File: config.mk
export PLATFORM = sky130hd
export DESIGN_NAME = cmd_reply_packer
export DESIGN_NICKNAME = d
export VERILOG_FILES = /design/src/rtl/cmd_reply_packer.sv
export SDC_FILE = /design/constraint.sdc
export NUM_CORES = 2
export LEC_CHECK = 0
export CORE_MARGIN = 2
export CORE_UTILIZATION = 55
export CTS_CLUSTER_SIZE = 16
export DETAILED_ROUTE_END_ITERATION = 12
export HOLD_SLACK_MARGIN = 0.06
export PLACE_DENSITY = 0.82
export SLEW_MARGIN = 20
export SYNTH_ARGS = -nofsm -noshare
export SYNTH_HDL_FRONTEND = slang
export SYNTH_SLANG_ARGS = --single-unit
File: constraint.sdc
create_clock -name txclk -period 8.8 [get_ports txclk]
set_input_delay 2.2 -clock txclk [delete_from_list [all_inputs] [get_ports txclk]]
set_output_delay 2.2 -clock txclk [all_outputs]
set_load 0.005 [all_outputs]
File: src/rtl/cmd_reply_packer.sv
// Pairs 16-bit command-reply words into 32-bit payload words and frames them as one
// fixed-length inband control packet (header, timestamp, payload, zero pad) for the RX FIFO.
module cmd_reply_packer #(
    parameter int         PKT_WORDS = 128,
    parameter logic [4:0] CTRL_CHAN = 5'h1F
) (
    input  logic        txclk,
    input  logic        reset,
    input  logic [31:0] timestamp_clock,
    input  logic [15:0] rx_databus,
    input  logic        rx_WR,
    input  logic        rx_WR_done,
    output logic        rx_WR_enabled,
    input  logic        have_space,
    output logic        wrreq,
    output logic [31:0] wrdata,
    output logic        overflow,
    output logic [7:0]  debug
);
    localparam int         BUF_WORDS = PKT_WORDS - 2;
    localparam logic [6:0] FILL_MAX  = 7'(BUF_WORDS);
    localparam logic [6:0] LAST_IDX  = 7'(PKT_WORDS - 1);

    typedef enum logic [2:0] {
        S_COLLECT    = 3'd0,
        S_CLOSE      = 3'd1,
        S_WAIT_SPACE = 3'd2,
        S_HDR        = 3'd3,
        S_TS         = 3'd4,
        S_PAYLOAD    = 3'd5,
        S_PAD        = 3'd6
    } state_t;

    state_t      state_q, state_d;
    logic [6:0]  fill_q, fill_d;
    logic        pair_half_q, pair_half_d;
    logic [15:0] lo_q, lo_d;
    logic [31:0] ts_q, ts_d;
    logic [6:0]  cnt_q, cnt_d;
    logic [6:0]  rd_idx_q, rd_idx_d;
    logic        rx_en_q, rx_en_d;
    logic        wrreq_q, wrreq_d;
    logic [31:0] wrdata_q, wrdata_d;
    logic        ovf_q, ovf_d;

    logic [31:0] mem [0:BUF_WORDS-1];
    logic        mem_we;
    logic [31:0] mem_wd;
    logic        accept;

    always_comb begin
        state_d     = state_q;
        fill_d      = fill_q;
        pair_half_d = pair_half_q;
        lo_d        = lo_q;
        ts_d        = ts_q;
        cnt_d       = cnt_q;
        rd_idx_d    = rd_idx_q;
        ovf_d       = ovf_q;
        wrreq_d     = 1'b0;
        wrdata_d    = '0;
        mem_we      = 1'b0;
        mem_wd      = '0;
        accept      = rx_WR && rx_en_q;

        if (rx_WR && !rx_en_q) ovf_d = 1'b1;

        case (state_q)
            S_COLLECT: begin
                if (accept) begin
                    if (!pair_half_q) begin
                        lo_d = rx_databus;
                        if (fill_q == '0) ts_d = timestamp_clock;
                    end else begin
                        mem_we = 1'b1;
                        mem_wd = {rx_databus, lo_q};
                        fill_d = fill_q + 7'd1;
                    end
                    pair_half_d = !pair_half_q;
                end else if (fill_q == FILL_MAX ||
                             (rx_WR_done && !rx_WR && (fill_q != '0 || pair_half_q))) begin
                    state_d = S_CLOSE;
                end
            end
            S_CLOSE: begin
                // An odd word count leaves a half-filled word; ship it with a zero upper half.
                if (pair_half_q) begin
                    mem_we      = 1'b1;
                    mem_wd      = {16'h0000, lo_q};
                    fill_d      = fill_q + 7'd1;
                    pair_half_d = 1'b0;
                end
                state_d = S_WAIT_SPACE;
            end
            S_WAIT_SPACE: begin
                if (have_space) begin
                    state_d  = S_HDR;
                    wrreq_d  = 1'b1;
                    wrdata_d = {11'd0, CTRL_CHAN, 7'd0, fill_q, 2'b00};
                    cnt_d    = '0;
                end
            end
            S_HDR: begin
                state_d  = S_TS;
                wrreq_d  = 1'b1;
                wrdata_d = ts_q;
                cnt_d    = cnt_q + 7'd1;
                rd_idx_d = '0;
            end
            S_TS, S_PAYLOAD, S_PAD: begin
                // cnt_q is the index of the word currently on wrdata.
                if (cnt_q == LAST_IDX) begin
                    state_d = S_COLLECT;
                    fill_d  = '0;
                end else begin
                    wrreq_d = 1'b1;
                    cnt_d   = cnt_q + 7'd1;
                    if (rd_idx_q < fill_q) begin
                        state_d  = S_PAYLOAD;
                        wrdata_d = mem[rd_idx_q];
                        rd_idx_d = rd_idx_q + 7'd1;
                    end else begin
                        state_d = S_PAD;
                    end
                end
            end
            default: state_d = S_COLLECT;
        endcase

        rx_en_d = (state_d == S_COLLECT) && (fill_d < FILL_MAX);
    end

    always_ff @(posedge txclk or negedge reset) begin
        if (!reset) begin
            state_q     <= S_COLLECT;
            fill_q      <= '0;
            pair_half_q <= 1'b0;
            lo_q        <= '0;
            ts_q        <= '0;
            cnt_q       <= '0;
            rd_idx_q    <= '0;
            rx_en_q     <= 1'b0;
            wrreq_q     <= 1'b0;
            wrdata_q    <= '0;
            ovf_q       <= 1'b0;
        end else begin
            state_q     <= state_d;
            fill_q      <= fill_d;
            pair_half_q <= pair_half_d;
            lo_q        <= lo_d;
            ts_q        <= ts_d;
            cnt_q       <= cnt_d;
            rd_idx_q    <= rd_idx_d;
            rx_en_q     <= rx_en_d;
            wrreq_q     <= wrreq_d;
            wrdata_q    <= wrdata_d;
            ovf_q       <= ovf_d;
        end
    end

    always_ff @(posedge txclk) begin
        if (mem_we) mem[fill_q] <= mem_wd;
    end

    assign rx_WR_enabled = rx_en_q;
    assign wrreq         = wrreq_q;
    assign wrdata        = wrdata_q;
    assign overflow      = ovf_q;
    assign debug         = {3'(state_q), pair_half_q, fill_q[3:0]};
endmodule

# == Word level (Yosys, flattened, before mapping) ==
# Memories as Yosys holds them, arrays and structs flattened.
# Cells that the tools add are included.
# totals
out_inout_bits,43
ramBits,4032
mem_count,1
wordCells,87
register_bits,108
in_bits,53
# mem_list
memory,depth,width,read_ports,rd_ports_with_merged_regs,wr,line,text
mem,126,32,1,0,1,46,logic [31:0] mem [0:BUF_WORDS-1];
# classes
n_bitwise,1
eq_ne,12
n_mux,34
magnitude_cmp,2
addsub,3
reduce_logical,23
# ops
cell,count
32-bit two-way mux,4
32-bit one-hot mux with 3 select lines,1
32-bit one-hot mux with 2 select lines,1
7-bit two-way mux,7
7-bit one-hot mux with 3 select lines,2
"7-bit by 1-bit adder with 7-bit output, second input constant",3
21-bit two-way mux,1
16-bit two-way mux,1
3-bit one-hot mux with 5 select lines,1
"7-bit == test, second input constant",2
7-bit one-hot mux with 2 select lines,1
3-bit two-way mux,4
"3-bit == test, second input constant",3
3-bit AND reduction,3
"2-bit inequality test, second input constant",4
7-bit zero test,1
7-bit less-than comparator,1
"7-bit less-than comparator, second input constant",1
1-bit two-way mux,7
7-bit nonzero test,1
"3-bit by 2-bit == test with 1-bit output, second input constant",2
3-bit zero test,2
1-bit logical AND,5
1-bit one-hot mux with 2 select lines,2
other kinds (11),15

# == Longest topological paths before layout ==
# logic_depth
word_depth,9
mapped_depth,13
ltp_nobuf,9

# == Worst setup path before layout ==
# No wires, ideal clock.
# synth_path
path_type,input to register
startpoint,input port rx_WR
endpoint,"memory mem[0][0], data pin"
setup_slack_ns,3.383
setup_time_ns,0.531
required_time_ns,8.269
cell_stages,5
arrival_time_ns,4.886
path_cell_list,a21oi_1 nor3_1 clkbuf_1 clkbuf_1 and3_1
# synth_between
elab_chain_cells,3
# synth_rtl
item,line,text
start: declaration,11,"input logic rx_WR,"
1-bit logical AND,64,accept = rx_WR && rx_en_q;
32-bit two-way mux,70,if (accept) begin
32-bit one-hot mux with 2 select lines,68,case (state_q)
net mem_wd[0],48,logic [31:0] mem_wd;
end: declaration,46,
# The timed path passes the listed nets, and every way through them passes these cells.

# == Worst setup path after layout ==
# layout_path
startpoint,input port rx_WR
endpoint,memory mem[12][26] (enable)
# layout_between
elab_chain_cells,5
# layout_rtl
item,line,text
1-bit logical AND,64,
1-bit two-way mux,70,
1-bit one-hot mux with 2 select lines,68,
1-bit two-way mux,162,if (mem_we) mem[fill_q] <= mem_wd;
1-bit two-way mux (implied by the code),162,
# Every way passes these cells.

==> impl_results.md <==
* Outcome: finished, final reports clean
* Avg WL per Cell at 43.7 µm
* # placed instances at 10.8k
* M3 GR Usage at 0.136
* Hold Path Cell Cnt at 1
* CP required at 9.33 ns
* Syn-to-layout area delta at 12.5%
* Simple-Gate Fraction of Synth Area at 0.0180
* Commonest non-fill, non-tap cell in the layout: edfxtp_1
* Kind of end point of the critical path: flip-flop
* Clock root buffer: clkbuf_16
* # IOs at 96
* Largest family of logic cells by synthesized area: multiplexers
* Final Wtd Congestion at 1.02
* Post-layout util at 0.623
* Starting Density at 0.554
* Yosys warnings at 0
* FF-to-FF path depth at 9
* R2r setup slk at 3.34 ns
* R2R Path Start: rd_idx_q[3]$_DFFE_PN0P_
* Worst-Margin Slew at 1.40 ns
* Slew HR at 0.0562
* Place WS at 2.05 ns
* Avg Vias per Cell at 7.45
* # setup viols final at 0
* Post-route ant nets at 0
* Full die area at 295000 µm²
* Initial antenna violation count at 50
* Part of the cycle the worst path needs at 0.678
* Post-route cell area at 180000 µm²
* Maximum fanout along the worst path at 32
* Synth Area in Adders at 0.000862
* Max-cap violation count at 0
* Largest net degree at the start of global routing at 125
* EDFF count, synth at 4032
* Reg-to-Reg End: wrdata[6]$_DFF_PN0_
* Post-route setup slack at 2.83 ns
* Post-cts sizing count at 0
* Clock Sinks at 4140
* Clock buffer depth at 4
* M2 GR Usage at 0.493
* Max VDD drop at 256 µV
* H-tree Lvls at 5
* Mapped Cells at 7116
* Syn Area/Cell at 22.4 µm²
* Layout cells sized above 1 at 0.263
* FP Rows at 197
* Met1 Usage GRT at 0.402
* Fmax at 168 MHz
* Post-synth ARST share at 0.0261
* Most frequent cells in the layout: 4032 x edfxtp_1, 968 x mux4_2, 388 x clkbuf_16, 243 x mux2i_1, 189 x nand2_1
* Netlist Area Pre-Place at 160000 µm²
* Max-slew violations at 0
* Hold Violations, Final at 0
* First drt pass iteration count at 10
* Placed Area at 166000 µm²
* GRT Util Overall at 0.331
* Clock period minus worst slack at 5.97 ns
* Vias in the first global route at 83.4k
* Nets@finish at 7495
* Sequential area share after synthesis at 0.775
* Core area at 288000 µm²
* Die Wd at 543 µm
* Syn Nets at 7180
* DRT iter0 DRCs at 18.0k
* TNS Setup at 0 ns
* #FFs+latches synth at 4140
* Clock Skews at 0.0616 ns
* Postcts setup bufs at 0
* Pleak at 47.3 nW
* TritonCTS clock tree: done
* Worst setup path class: input port to flip-flop
* WL final at 504000 µm
* CTS hold repair buffers at 0
* DIE HEIGHT at 543 µm
* GRT overflow at 0
* Startpoint types: input port
* Critical path arrival at 6.50 ns
* GR peak layer: met2
* Hold crit path type: flip-flop to flip-flop
* Complex-gate fraction of the synthesized area at 0.0256
* Hold_ws at 0.469 ns
* Clk slew on worst S/H paths at 0.06 ns
* Primary FF master, synth: edfxtp_1
* Post-route insts no fill at 11.5k
* Skew-Pair Late Insertion Delay at 0.96 ns
* Port bufs at 95
* Unrepaired setup endpoints after global routing: no
* PD cells at 266 nW/µm²
* Critical path origin: rx_WR
* Tot Pwr at 47.7 mW
* Netlist cell types at 78
* First-pass GRT wire length at 671000 µm
* DR vias at 86.0k
* Detailed Place HPWL at 270000 µm
* Worst Hold Path EP: overflow$_DFFE_PN0P_
* DR DRC count at 0
* Mux cell area share after synthesis at 0.163
* Post-Synth XOR/XNOR Area at 0.000494
* Cts bufs inserted at 385
* Fillers at 17.6k
* HP Start: overflow$_DFFE_PN0P_
[cells by family after synthesis]
logic type	count (synthesis)
AO/OA/AOI/OAI	588
multiplexers	1328
buffers and inverters	412
AND/OR/NAND/NOR	628
flip-flops	4140
adder cells (fa/ha/maj)	11
XOR/XNOR	9
[flip-flops by register name, summed over array words and instances (netlist names)]
| register | cells |
|---|---|
| mem | 4032 |
| ts_q | 32 |
| wrdata | 32 |
| lo_q | 16 |
| cnt_q | 7 |
| fill_q | 7 |
| rd_idx_q | 7 |
| state_q | 3 |
| overflow | 1 |
| pair_half_q | 1 |
| rx_WR_enabled | 1 |
| wrreq | 1 |
[worst max-delay path, cell delays in order]
cell and delay [ns]:
clkdlybuf4s50_1 0.57, a21oi_1 0.14, nor3_2 0.16, buf_4 0.32, nand2_1 0.15, nor2_1 0.60, nand3_2 0.80, buf_4 0.58
nor2_4 0.90
[report_power, final]
| group | switching, mW | internal [mW] | leakage (nW) |
|---|---|---|---|
| Clock | 7.61 | 9.35 | 6.06 |
| Combinational | 5.57 | 3.19 | 10.9 |
| Sequential | 0.379 | 21.6 | 30.3 |
| Total | 13.6 | 34.1 | 47.3 |
[synth_stat cells (27+ instances only)]
master | number | area share
buf_8 | 27 | 0.0025
buf_6 | 46 | 0.0032
a21oi_1 | 129 | 0.0040
a211oi_1 | 31 | 0.0015
a22o_1 | 27 | 0.0015
a22oi_1 | 85 | 0.0040
mux2i_1 | 243 | 0.015
a221oi_1 | 63 | 0.0035
dfrtp_1 | 108 | 0.017
clkbuf_1 | 122 | 0.0029
nand3_1 | 48 | 0.0015
buf_1 | 35 | 0.00082
edfxtp_1 | 4032 | 0.76
nand2_1 | 191 | 0.0045
mux4_2 | 968 | 0.14
mux4_1 | 32 | 0.0053
nor2_1 | 214 | 0.0050
o21ai_0 | 70 | 0.0022
mux2_2 | 85 | 0.0060
nor3_1 | 30 | 0.00094
o22ai_1 | 54 | 0.0021
buf_4 | 61 | 0.0029
buf_2 | 94 | 0.0029
[final cells by class]
type,instances,area [µm²],area share
timing repair buffer,325,4090,0.0228
inverter,15,71.3,0.000397
sequential,4140,124000,0.690
clock inverter,216,2200,0.0123
multi-input combinational,2564,34400,0.192
tap,3781,4730,0.0263
clock buffer,479,10200,0.0567
antenna,25,62.6,0.000348
[how the worst max path moves through the flow]
stage / endpoint / slack, ns
global placement: mem[10][15]$_DFFE_PP_ / 2.00
floorplan: mem[0][0]$_DFFE_PP_ / 3.38
CTS: mem[68][20]$_DFFE_PP_ / 2.88
global route: mem[12][9]$_DFFE_PP_ / 2.70
finish: mem[12][26]$_DFFE_PP_ / 2.83
detailed placement: mem[68][26]$_DFFE_PP_ / 2.05
[routing by layer]
metal  up-vias  routed length, µm
li1      30900                  -
met1     43600             148000
met2      9123             226000
met3      2295              84400
met4        44              45300
met5         -                658
(Power assumes the default switching activity.)
